==> config.mk <==
export PLATFORM = sky130hd
export DESIGN_NAME = safecrack_param_fsm_flat
export DESIGN_NICKNAME = d
export VERILOG_FILES = /design/src/rtl/safecrack_pkg.sv /design/src/rtl/safecrack_param_fsm_if.sv /design/src/rtl/safecrack_press_det.sv /design/src/rtl/safecrack_param_fsm.sv /design/src/flat_wrapper.sv
export SDC_FILE = /design/constraint.sdc
export NUM_CORES = 1
export LEC_CHECK = 0
export ABC_AREA = 1
export CORE_AREA = 4 4 73 75
export DETAILED_ROUTE_END_ITERATION = 12
export DIE_AREA = 0 0 77 79
export HOLD_SLACK_MARGIN = 0.12
export PLACE_DENSITY_LB_ADDON = 0.3
export SYNTH_ARGS = -nofsm -noshare
export SYNTH_HDL_FRONTEND = slang
export SYNTH_SLANG_ARGS = --single-unit
==> constraint.sdc <==
create_clock -name clk -period 1.6 [get_ports clk]
set_clock_uncertainty 0.15 [all_clocks]
set_input_delay 0.32 -clock clk [delete_from_list [all_inputs] [get_ports clk]]
set_output_delay 0.32 -clock clk [all_outputs]
set_load 0.1 [all_outputs]
==> src/rtl/safecrack_pkg.sv <==
// Shared types and width helpers for the parametrised safe-lock controller.
package safecrack_pkg;

    typedef enum logic [3:0] {
        ENTRY    = 4'b0001,
        UNLOCKED = 4'b0010,
        PROG     = 4'b0100,
        LOCKOUT  = 4'b1000
    } state_t;

    // Width of a counter that must hold 0..n inclusive.
    function automatic int unsigned cnt_w(input int unsigned n);
        return (n < 1) ? 1 : $clog2(n + 1);
    endfunction

    // Width of a down/up timer that must hold 0..n-1.
    function automatic int unsigned tmr_w(input int unsigned n);
        return (n < 2) ? 1 : $clog2(n);
    endfunction

endpackage

==> src/rtl/safecrack_param_fsm_if.sv <==
// Button input and status outputs of the safe-lock controller.
interface safecrack_param_fsm_if #(
    parameter int unsigned DIGIT_W   = 4,
    parameter int unsigned CODE_LEN  = 3,
    parameter int unsigned MAX_TRIES = 3
);
    logic [DIGIT_W-1:0]                           btn;
    logic                                         unlocked;
    logic                                         locked_out;
    logic                                         prog_mode;
    logic [safecrack_pkg::cnt_w(MAX_TRIES)-1:0]  fail_cnt;
    logic [safecrack_pkg::cnt_w(CODE_LEN)-1:0]   digit_idx;

    modport master (
        output btn,
        input  unlocked, locked_out, prog_mode, fail_cnt, digit_idx
    );

    modport slave (
        input  btn,
        output unlocked, locked_out, prog_mode, fail_cnt, digit_idx
    );
endinterface

==> src/rtl/safecrack_press_det.sv <==
// Rising-edge press detector: a press is the first cycle btn leaves all-zero.
module safecrack_press_det #(
    parameter int unsigned DIGIT_W = 4
) (
    input  logic               clk,
    input  logic               rst,
    input  logic [DIGIT_W-1:0] btn,
    output logic               press,
    output logic [DIGIT_W-1:0] digit
);
    logic [DIGIT_W-1:0] btn_q;

    always_ff @(posedge clk) begin
        if (rst) btn_q <= '0;
        else     btn_q <= btn;
    end

    assign press = (btn != '0) && (btn_q == '0);
    assign digit = btn;
endmodule

==> src/rtl/safecrack_param_fsm.sv <==
// Safe-lock controller: code entry, failure lockout and code reprogramming.
// Optional SAFE_AUTOLOCK_EN adds an idle auto-relock timer in UNLOCKED.
module safecrack_param_fsm
    import safecrack_pkg::*;
#(
    parameter int unsigned                  DIGIT_W      = 4,
    parameter int unsigned                  CODE_LEN     = 3,
    parameter int unsigned                  MAX_TRIES    = 3,
    parameter int unsigned                  LOCKOUT_CYC  = 250,
    parameter int unsigned                  AUTOLOCK_CYC = 1000,
    parameter logic [CODE_LEN*DIGIT_W-1:0]  DEFAULT_CODE = 12'hDD7
) (
    input logic                  clk,
    input logic                  rst,
    safecrack_param_fsm_if.slave bus
);
    localparam int unsigned        FW         = cnt_w(MAX_TRIES);
    localparam int unsigned        IW         = cnt_w(CODE_LEN);
    localparam int unsigned        TW         = tmr_w(LOCKOUT_CYC);
    localparam logic [IW-1:0]      LAST_IDX   = IW'(CODE_LEN - 1);
    localparam logic [FW-1:0]      FAIL_MAX   = FW'(MAX_TRIES);
    localparam logic [TW-1:0]      LOCK_INIT  = TW'(LOCKOUT_CYC - 1);
    localparam logic [DIGIT_W-1:0] PROG_KEY   = DIGIT_W'(1);
    localparam logic [DIGIT_W-1:0] RELOCK_KEY = DIGIT_W'(1) << (DIGIT_W - 1);

    state_t             state, state_n;
    logic [FW-1:0]      fail_q, fail_n;
    logic [IW-1:0]      idx_q, idx_n;
    logic [TW-1:0]      tmr_q, tmr_n;
    logic               buf_we, shd_we, commit, match;
    logic               press;
    logic [DIGIT_W-1:0] digit;
    logic [DIGIT_W-1:0] entry_buf [CODE_LEN];
    logic [DIGIT_W-1:0] shadow    [CODE_LEN];
    logic [DIGIT_W-1:0] code      [CODE_LEN];

`ifdef SAFE_AUTOLOCK_EN
    localparam int unsigned   AW        = tmr_w(AUTOLOCK_CYC);
    localparam logic [AW-1:0] AUTO_LAST = AW'(AUTOLOCK_CYC - 1);
    logic [AW-1:0]            auto_q, auto_n;
`endif

    safecrack_press_det #(.DIGIT_W(DIGIT_W)) u_press (
        .clk   (clk),
        .rst   (rst),
        .btn   (bus.btn),
        .press (press),
        .digit (digit)
    );

    // The final digit is compared straight off btn, so it never needs a buffer slot.
    always_comb begin
        match = (digit == code[CODE_LEN-1]);
        for (int unsigned i = 0; i + 1 < CODE_LEN; i++) begin
            if (entry_buf[i] != code[i]) match = 1'b0;
        end
    end

    always_comb begin
        state_n = state;
        fail_n  = fail_q;
        idx_n   = idx_q;
        tmr_n   = tmr_q;
        buf_we  = 1'b0;
        shd_we  = 1'b0;
        commit  = 1'b0;
`ifdef SAFE_AUTOLOCK_EN
        auto_n  = '0;
`endif
        case (state)
            ENTRY: begin
                if (press) begin
                    if (idx_q == LAST_IDX) begin
                        idx_n = '0;
                        if (match) begin
                            state_n = UNLOCKED;
                            fail_n  = '0;
                        end else begin
                            fail_n = (fail_q == FAIL_MAX) ? FAIL_MAX : fail_q + FW'(1);
                            if (fail_n == FAIL_MAX) begin
                                state_n = LOCKOUT;
                                tmr_n   = LOCK_INIT;
                            end
                        end
                    end else begin
                        buf_we = 1'b1;
                        idx_n  = idx_q + IW'(1);
                    end
                end
            end
            UNLOCKED: begin
                if (press) begin
                    if (digit == PROG_KEY) begin
                        state_n = PROG;
                        idx_n   = '0;
                    end else if (digit == RELOCK_KEY) begin
                        state_n = ENTRY;
                    end
                end
`ifdef SAFE_AUTOLOCK_EN
                else if (auto_q == AUTO_LAST) begin
                    state_n = ENTRY;
                end else begin
                    auto_n = auto_q + AW'(1);
                end
`endif
            end
            PROG: begin
                if (press) begin
                    if (idx_q == LAST_IDX) begin
                        commit  = 1'b1;
                        state_n = ENTRY;
                        idx_n   = '0;
                        fail_n  = '0;
                    end else begin
                        shd_we = 1'b1;
                        idx_n  = idx_q + IW'(1);
                    end
                end
            end
            LOCKOUT: begin
                if (tmr_q == '0) begin
                    state_n = ENTRY;
                    fail_n  = '0;
                end else begin
                    tmr_n = tmr_q - TW'(1);
                end
            end
            default: state_n = ENTRY;
        endcase
    end

    always_ff @(posedge clk) begin
        if (rst) begin
            state  <= ENTRY;
            fail_q <= '0;
            idx_q  <= '0;
            tmr_q  <= '0;
`ifdef SAFE_AUTOLOCK_EN
            auto_q <= '0;
`endif
            for (int unsigned i = 0; i < CODE_LEN; i++) begin
                code[i]      <= DEFAULT_CODE[i*DIGIT_W +: DIGIT_W];
                entry_buf[i] <= '0;
                shadow[i]    <= '0;
            end
        end else begin
            state  <= state_n;
            fail_q <= fail_n;
            idx_q  <= idx_n;
            tmr_q  <= tmr_n;
`ifdef SAFE_AUTOLOCK_EN
            auto_q <= auto_n;
`endif
            for (int unsigned i = 0; i < CODE_LEN; i++) begin
                if (buf_we && idx_q == IW'(i)) entry_buf[i] <= digit;
                if (shd_we && idx_q == IW'(i)) shadow[i]    <= digit;
                // Last digit arrives on btn in the committing cycle.
                if (commit) code[i] <= (i == CODE_LEN - 1) ? digit : shadow[i];
            end
        end
    end

    assign bus.unlocked   = (state == UNLOCKED);
    assign bus.locked_out = (state == LOCKOUT);
    assign bus.prog_mode  = (state == PROG);
    assign bus.fail_cnt   = fail_q;
    assign bus.digit_idx  = idx_q;
endmodule

==> src/flat_wrapper.sv <==
// flat-port wrapper written by rule: the top's interface ports become plain ports
module safecrack_param_fsm_flat import safecrack_pkg::*;
#(
    parameter int unsigned                  DIGIT_W      = 4,
    parameter int unsigned                  CODE_LEN     = 3,
    parameter int unsigned                  MAX_TRIES    = 3,
    parameter int unsigned                  LOCKOUT_CYC  = 250,
    parameter int unsigned                  AUTOLOCK_CYC = 1000,
    parameter logic [CODE_LEN*DIGIT_W-1:0]  DEFAULT_CODE = 12'hDD7
)
  (clk, rst, bus_btn, bus_unlocked, bus_locked_out, bus_prog_mode, bus_fail_cnt, bus_digit_idx);
  safecrack_param_fsm_if #(.DIGIT_W(DIGIT_W), .CODE_LEN(CODE_LEN), .MAX_TRIES(MAX_TRIES)) bus_i ();
  input logic clk;
  input logic rst;
  input wire logic [$bits(bus_i.btn)-1:0] bus_btn;
  output wire logic [$bits(bus_i.unlocked)-1:0] bus_unlocked;
  output wire logic [$bits(bus_i.locked_out)-1:0] bus_locked_out;
  output wire logic [$bits(bus_i.prog_mode)-1:0] bus_prog_mode;
  output wire logic [$bits(bus_i.fail_cnt)-1:0] bus_fail_cnt;
  output wire logic [$bits(bus_i.digit_idx)-1:0] bus_digit_idx;
  assign bus_i.btn = bus_btn;
  assign bus_unlocked = bus_i.unlocked;
  assign bus_locked_out = bus_i.locked_out;
  assign bus_prog_mode = bus_i.prog_mode;
  assign bus_fail_cnt = bus_i.fail_cnt;
  assign bus_digit_idx = bus_i.digit_idx;
  safecrack_param_fsm #(.DIGIT_W(DIGIT_W), .CODE_LEN(CODE_LEN), .MAX_TRIES(MAX_TRIES), .LOCKOUT_CYC(LOCKOUT_CYC), .AUTOLOCK_CYC(AUTOLOCK_CYC), .DEFAULT_CODE(DEFAULT_CODE)) u_core (.clk(clk), .rst(rst), .bus(bus_i));
endmodule
==> reports/qor.txt, run 1 <==
Initial antenna violation count: 0
Type of the worst setup path: reg2out
DRC: 0
Mapped Avg Cell Area: 8.11 sq um
Root Buffer: clkbuf_8
Leak: 1.52 nW
Clk network pwr share: 39.0%
Area delta synth->final: 46.0%
First-pass GRT wire length: 9330 um
Worst Path Max Fanout: 4
DRT iter0 DRCs: 198
Failing checks: setup timing
Max_cap viols: 0
Sequential fraction of the synthesis area: 50.8%
Congestion Overflow GR: 0
Final wirelength: 6360 um
TritonCTS Buffers: 5
Yosys cell types: 33
H-tree lvl count: 2
Post-layout nets: 373
Setup_tns: -2780 ps
Die Y: 79 um
Worst-Skew Late Latency: 310 ps
Internal: 0.00206 W
Final hold vios: 0
Gpl congestion: 0.828
Cell taking the most area after synthesis: edfxtp_1
Mapped Area: 2440 sq um
Tot GR Track Use: 19.2%
Ports: 13
Xor-xnor portion of the synthesized cell area: 2.51%
RSZ-0062 raised after global routing: yes
Power per standard cell area: 745 nW/um^2
Sw Share: 22.5%
Status: finished, violations left
Worst path arrival time: 1310 ps
Fin crit share: 111%
Mux cell area share after synthesis: 0%
Die ar.: 6080 sq um
Worst endpoint required time: 1130 ps
Top area cells in the synthesized netlist: edfxtp_1 34%, dfxtp_1 16%, nand2_1 12%
Initial core utilization: 52.4%
Via density per instance: 5.26
Chip Width: 77 um
Syn nets: 309
Max-slew violation count: 0
Cells after synthesis: 301
Detail Route Antenna Nets: 0
Seq pwr share: 51.1%
Core area: 4660 sq um
Clock buffer depth: 2
Synthesis Warnings: 0
Largest net degree at the start of global routing: 16
Routed WL per cell: 15.2 um
Port bufs: 12
FF+latch count, synth: 48
Switching pwr: 0.000596 W
Largest family of logic cells by synthesized area: simple AND/OR/NAND/NOR gates
HP Class: reg2reg
Number of global-route vias before repair: 2068
Row count: 25
Max VDD drop: 0.722 mV
Synth top area share: 34.4%
Post-synthesis adder-cell area fraction: 1.03%
Worst Max-Slew Pin Slew: 270 ps
Final setup margin: -178 ps
Synth Area in Compound Gates: 4.61%
Clk slew on worst S/H paths: 100 ps
Vias: 2209
Diodes inserted: 0
FF-to-FF setup slack: -160 ps
Fmax achieved: 562 MHz
Share of cells above drive strength 1: 42.6%
Critical path startpoint category: flip-flop
Min Hold Slack: 333 ps
Worst slew margin: 81.9%
CTS sink count: 48
Tmin final: 1780 ps
Final Util: 76.5%
Crit. End Element: primary output
Detailed placement HPWL: 3720 um
Drt first pass iters: 5
Final setup fails: 46
Post-Synth Simple-Gate Area: 33.8%
CTS tree: built
Combinational share of power: 9.9%
## critical path, cell delays in order (launching register included)
cell,delay [ps]
dfxtp_2,360
buf_12,130
nor3_4,200
buf_6,140
buf_12,160
## placed cells by master (no fill, tap or decap), types with 6 or more instances in the layout
master / instances
buf_6: 11
or2_1: 7
nor2_2: 16
nor2_1: 38
inv_4: 7
nand2_2: 19
nand3_1: 12
nand2_4: 7
inv_1: 29
buf_4: 35
dfxtp_1: 12
buf_12: 8
nor2_4: 8
nand2_1: 53
edfxtp_1: 28
a21oi_1: 6
## state kept, by name (all words and copies together), names as in the netlist
name and cells:
u_core.shadow 8, u_core.entry_buf 8, u_core.bus.fail_cnt 2, u_core.bus.digit_idx 2, u_core.u_press.btn_q 4, u_core.state 4
u_core.tmr_q 8, u_core.code 12
## Yosys cell counts, drive strengths merged
cell / count
a21oi: 9
or2: 7
and2: 1
nand4: 2
nand3b: 1
o21bai: 2
clkbuf: 1
dfxtp: 20
o31ai: 1
o21ai: 6
a211oi: 1
xnor2: 4
nand2: 81
ha: 2
inv: 42
edfxtp: 28
nor2: 62
xor2: 3
nor3: 5
buf: 2
nand3: 21
## per-layer routing
layer  track usage (%)  wire [um]  vias to the layer above
met5                 0          0                        -
met4              6.23        173                        0
met3              4.08        355                       18
met2              32.4       3130                       89
met1              24.7       2700                     1019
li1                  -          -                     1083
## logic make-up after synthesis
group / Yosys count
flip-flops: 48
adder cells (fa/ha/maj): 2
XOR/XNOR: 7
AO/OA/AOI/OAI: 19
buffers and inverters: 45
AND/OR/NAND/NOR: 180
## stage by stage
step | total power [W] | worst slack (ps) | instances | cell area [sq um]
6_report | 0.00265 | -178 | 420 | 3560
5_1_grt | 0.00274 | -238 | 420 | 3560
4_1_cts | 0.00262 | -142 | 409 | 3250
3_5_place_dp | 0.00160 | -602 | 390 | 2930
3_3_place_gp | 0.00160 | -569 | 390 | 2930
2_1_floorplan | 0.00151 | -553 | 301 | 2480
## final timing paths
path	cells past startpoint	from	to
setup / recovery	4	u_core.state[2]	bus_locked_out
hold / removal	2	u_core.tmr_q[1]	u_core.tmr_q[1]
setup reg to reg	8	u_core.state[2]	u_core.tmr_q[1]
hold reg to reg	2	u_core.tmr_q[1]	u_core.tmr_q[1]
## final cells by class
cell class	instances	area, sq um
repair buffers	59	594
clock buffers	6	72.6
inverters	42	186
clock inverters	2	60.1
multi-input cells	209	1320
fillers	263	1100
well taps	54	67.6
flip-flops and latches	48	1260
## what timing repair did
| item | in CTS | in global routing |
|---|---|---|
| setup buffers | 11 | 10 |
| pin swaps | 14 | 23 |
| setup endpoints to repair | 72 | 69 |
| gates cloned | 0 | 1 |
| hold buffers | 0 | 0 |
| resized for setup | 39 | 63 |
## power by group through the flow
stage	sequential, W	combinational, W	clock [W]
5_1_grt	0.00136	0.000282	0.00110
3_5_place_dp	0.00139	0.000214	0
4_1_cts	0.00136	0.000220	0.00104
2_1_floorplan	0.00141	0.0000993	0
6_report	0.00136	0.000263	0.00104
3_3_place_gp	0.00139	0.000210	0
Note: power is estimated with default switching activity, not from simulation.
==> run 2: changes to the inputs <==
--- a/config.mk
+++ b/config.mk
@@ -9,8 +9,9 @@
 export CORE_AREA = 4 4 73 75
 export DETAILED_ROUTE_END_ITERATION = 12
 export DIE_AREA = 0 0 77 79
+export GPL_TIMING_DRIVEN = 0
 export HOLD_SLACK_MARGIN = 0.12
-export PLACE_DENSITY_LB_ADDON = 0.3
+export PLACE_DENSITY = 0.73
 export SYNTH_ARGS = -nofsm -noshare
 export SYNTH_HDL_FRONTEND = slang
 export SYNTH_SLANG_ARGS = --single-unit
==> run 2 against run 1 <==
- the flow still finishes with violations (setup timing)
- sequential share of layout area rose by 3.6 points
- clock power decreased by 15%
- total power fell by 7.8%
- critical endpoint is now bus_prog_mode
==> reports/qor.txt, run 2 (synthesized netlist as in run 1, its figures left out) <==
Via density per instance: 5.32 (was 5.26)
Gpl congestion: 0.868 (was 0.828)
WHS Endpoint: u_core.tmr_q[1] (unchanged)
Row count: 25 (unchanged)
TritonCTS Buffers: 5 (unchanged)
Type of the worst setup path: reg2out (unchanged)
Leading cell types in the layout, fill and taps excluded: 60 x nand2_1, 40 x nor2_1, 28 x inv_1, 28 x edfxtp_1, 23 x buf_4 (was 53 x nand2_1, 38 x nor2_1, 35 x buf_4)
Crit. End Element: primary output (unchanged)
Root Buffer: clkbuf_8 (unchanged)
Chip Width: 77 um (unchanged)
Ports: 13 (unchanged)
FF-to-FF setup slack: -110 ps (was -160 ps)
Core area: 4660 sq um (unchanged)
Switching pwr: 0.000586 W (was 0.000596 W)
Detail Route Antenna Nets: 0 (unchanged)
Number of global-route vias before repair: 2215 (was 2068)
Commonest non-fill, non-tap cell in the layout: nand2_1 (unchanged)
Status: finished, violations left (unchanged)
Max VDD drop: 0.359 mV (was 0.722 mV)
Seq pwr share: 55.3% (was 51.1%)
Initial antenna violation count: 0 (unchanged)
Max-slew violation count: 0 (unchanged)
Placed insts: 366 (was 390)
Largest net degree at the start of global routing: 17 (was 16)
Max reg flops: 12 (unchanged)
Placed Area: 2650 sq um (was 2930 sq um)
Clk slew on worst S/H paths: 90 ps (was 100 ps)
Critical path startpoint category: flip-flop (unchanged)
Fin cells: 397 (was 420)
CTS sink count: 48 (unchanged)
Routed WL per cell: 14.8 um (was 15.2 um)
Fmax achieved: 583 MHz (was 562 MHz)
Final wirelength: 5870 um (was 6360 um)
Critical Path Start: u_core.state[1] (was u_core.state[2])
Hold Path Origin: rst (was u_core.tmr_q[1])
Fin crit share: 107% (was 111%)
H-tree lvl count: 2 (unchanged)
Vias: 2112 (was 2209)
Max_cap viols: 0 (unchanged)
Congestion Overflow GR: 0 (unchanged)
Diodes inserted: 0 (unchanged)
RR Startpoint: u_core.state[1] (was u_core.state[2])
Die Y: 79 um (unchanged)
Final hold vios: 0 (unchanged)
Power per standard cell area: 754 nW/um^2 (was 745 nW/um^2)
Pre-CTS setup slack: -829 ps (was -602 ps)
Final Util: 69.7% (was 76.5%)
Worst Max-Slew Pin Slew: 619 ps (was 270 ps)
R2R Path End: u_core.code[0][1] (was u_core.tmr_q[1])
Sw Share: 23.9% (was 22.5%)
Detailed placement HPWL: 3510 um (was 3720 um)
Initial core utilization: 52.4% (unchanged)
Failing checks: setup timing (unchanged)
Worst r2r path cells: 9 (was 8)
First-pass GRT wire length: 9460 um (was 9330 um)
CTS tree: built (unchanged)
Combinational share of power: 8.4% (was 9.9%)
Clock buffer depth: 2 (unchanged)
Clk network pwr share: 36.3% (was 39.0%)
Worst slew margin: 58.4% (was 81.9%)
Worst Path Max Fanout: 4 (unchanged)
Worst endpoint required time: 1130 ps (about the same)
Hold path cells: 2 (unchanged)
Post-layout nets: 350 (was 373)
Area delta synth->final: 33.0% (was 46.0%)
Port bufs: 11 (was 12)
Tot GR Track Use: 19.6% (was 19.2%)
Final setup fails: 41 (was 46)
DRT iter0 DRCs: 157 (was 198)
Min Hold Slack: 294 ps (was 333 ps)
Worst path arrival time: 1250 ps (was 1310 ps)
HP Class: in2reg (was reg2reg)
Leak: 1.36 nW (was 1.52 nW)
Worst-Skew Late Latency: 310 ps (about the same)
Tmin final: 1720 ps (was 1780 ps)
RSZ-0062 raised after global routing: yes (unchanged)
Share of cells above drive strength 1: 38.8% (was 42.6%)
Die ar.: 6080 sq um (unchanged)
Final setup margin: -116 ps (was -178 ps)
Most flops, register: u_core.code (unchanged)
Design Area, Final: 3250 sq um (was 3560 sq um)
DRC: 0 (unchanged)
Internal: 0.00186 W (was 0.00206 W)
Drt first pass iters: 4 (was 5)
[run 2: what timing repair did]
action | in CTS | in global routing
gates resized for setup | 108 | 33
endpoints found under the setup margin | 78 | 71
pin swaps | 24 | 23
hold buffers | 0 | 0
setup buffers | 16 | 8
[run 2: metal layers]
metal	vias up	global-route usage, %	share of wire (%)
li1	1031	-	-
met5	-	0	0
met3	24	3.74	5.1
met1	993	23.1	41
met4	0	9.96	4.0
met2	64	34.1	50
[run 2: layout make-up]
type / count / area [sq um]
buffer: 3 / 15.0
multi-input combinational: 208 / 1290
fill: 311 / 1410
sequential: 48 / 1260
timing repair buffer: 34 / 313
tap: 54 / 67.6
inverter: 42 / 178
clock inverter: 3 / 47.5
clock buffer: 5 / 68.8
[run 2: how the worst max path moves through the flow]
stage | to | slack (ps) | cells after the start
5_1_grt | u_core.entry_buf[0][1] | -230 | 3
3_5_place_dp | bus_unlocked | -830 | 4
6_report | bus_prog_mode | -120 | 6
2_1_floorplan | u_core.bus.fail_cnt[1] | -550 | 10
4_1_cts | bus_locked_out | -130 | 4
3_3_place_gp | bus_unlocked | -810 | 4
[run 2: per-stage QoR]
stage / total power [W] / setup TNS (ps)
2_1_floorplan: 0.00151 / -7480
3_3_place_gp: 0.00156 / -38350
3_5_place_dp: 0.00157 / -39570
4_1_cts: 0.00244 / -597
5_1_grt: 0.00252 / -8120
6_report: 0.00245 / -2560
[run 2: power groups by stage]
stage	Combinational, W	Clock (W)	Sequential, W
finish	0.000206	0.000888	0.00135
global route	0.000228	0.000935	0.00136
CTS	0.000194	0.000891	0.00135
detailed placement	0.000180	0	0.00139
global placement	0.000175	0	0.00138
floorplan	0.0000993	0	0.00141
[run 2: critical path, stage by stage, from the launching register on]
cell and delay [ps]:
dfxtp_2 340, inv_2 80, nand2_4 70, inv_4 70, nand3_4 120, inv_4 90
buf_12 160
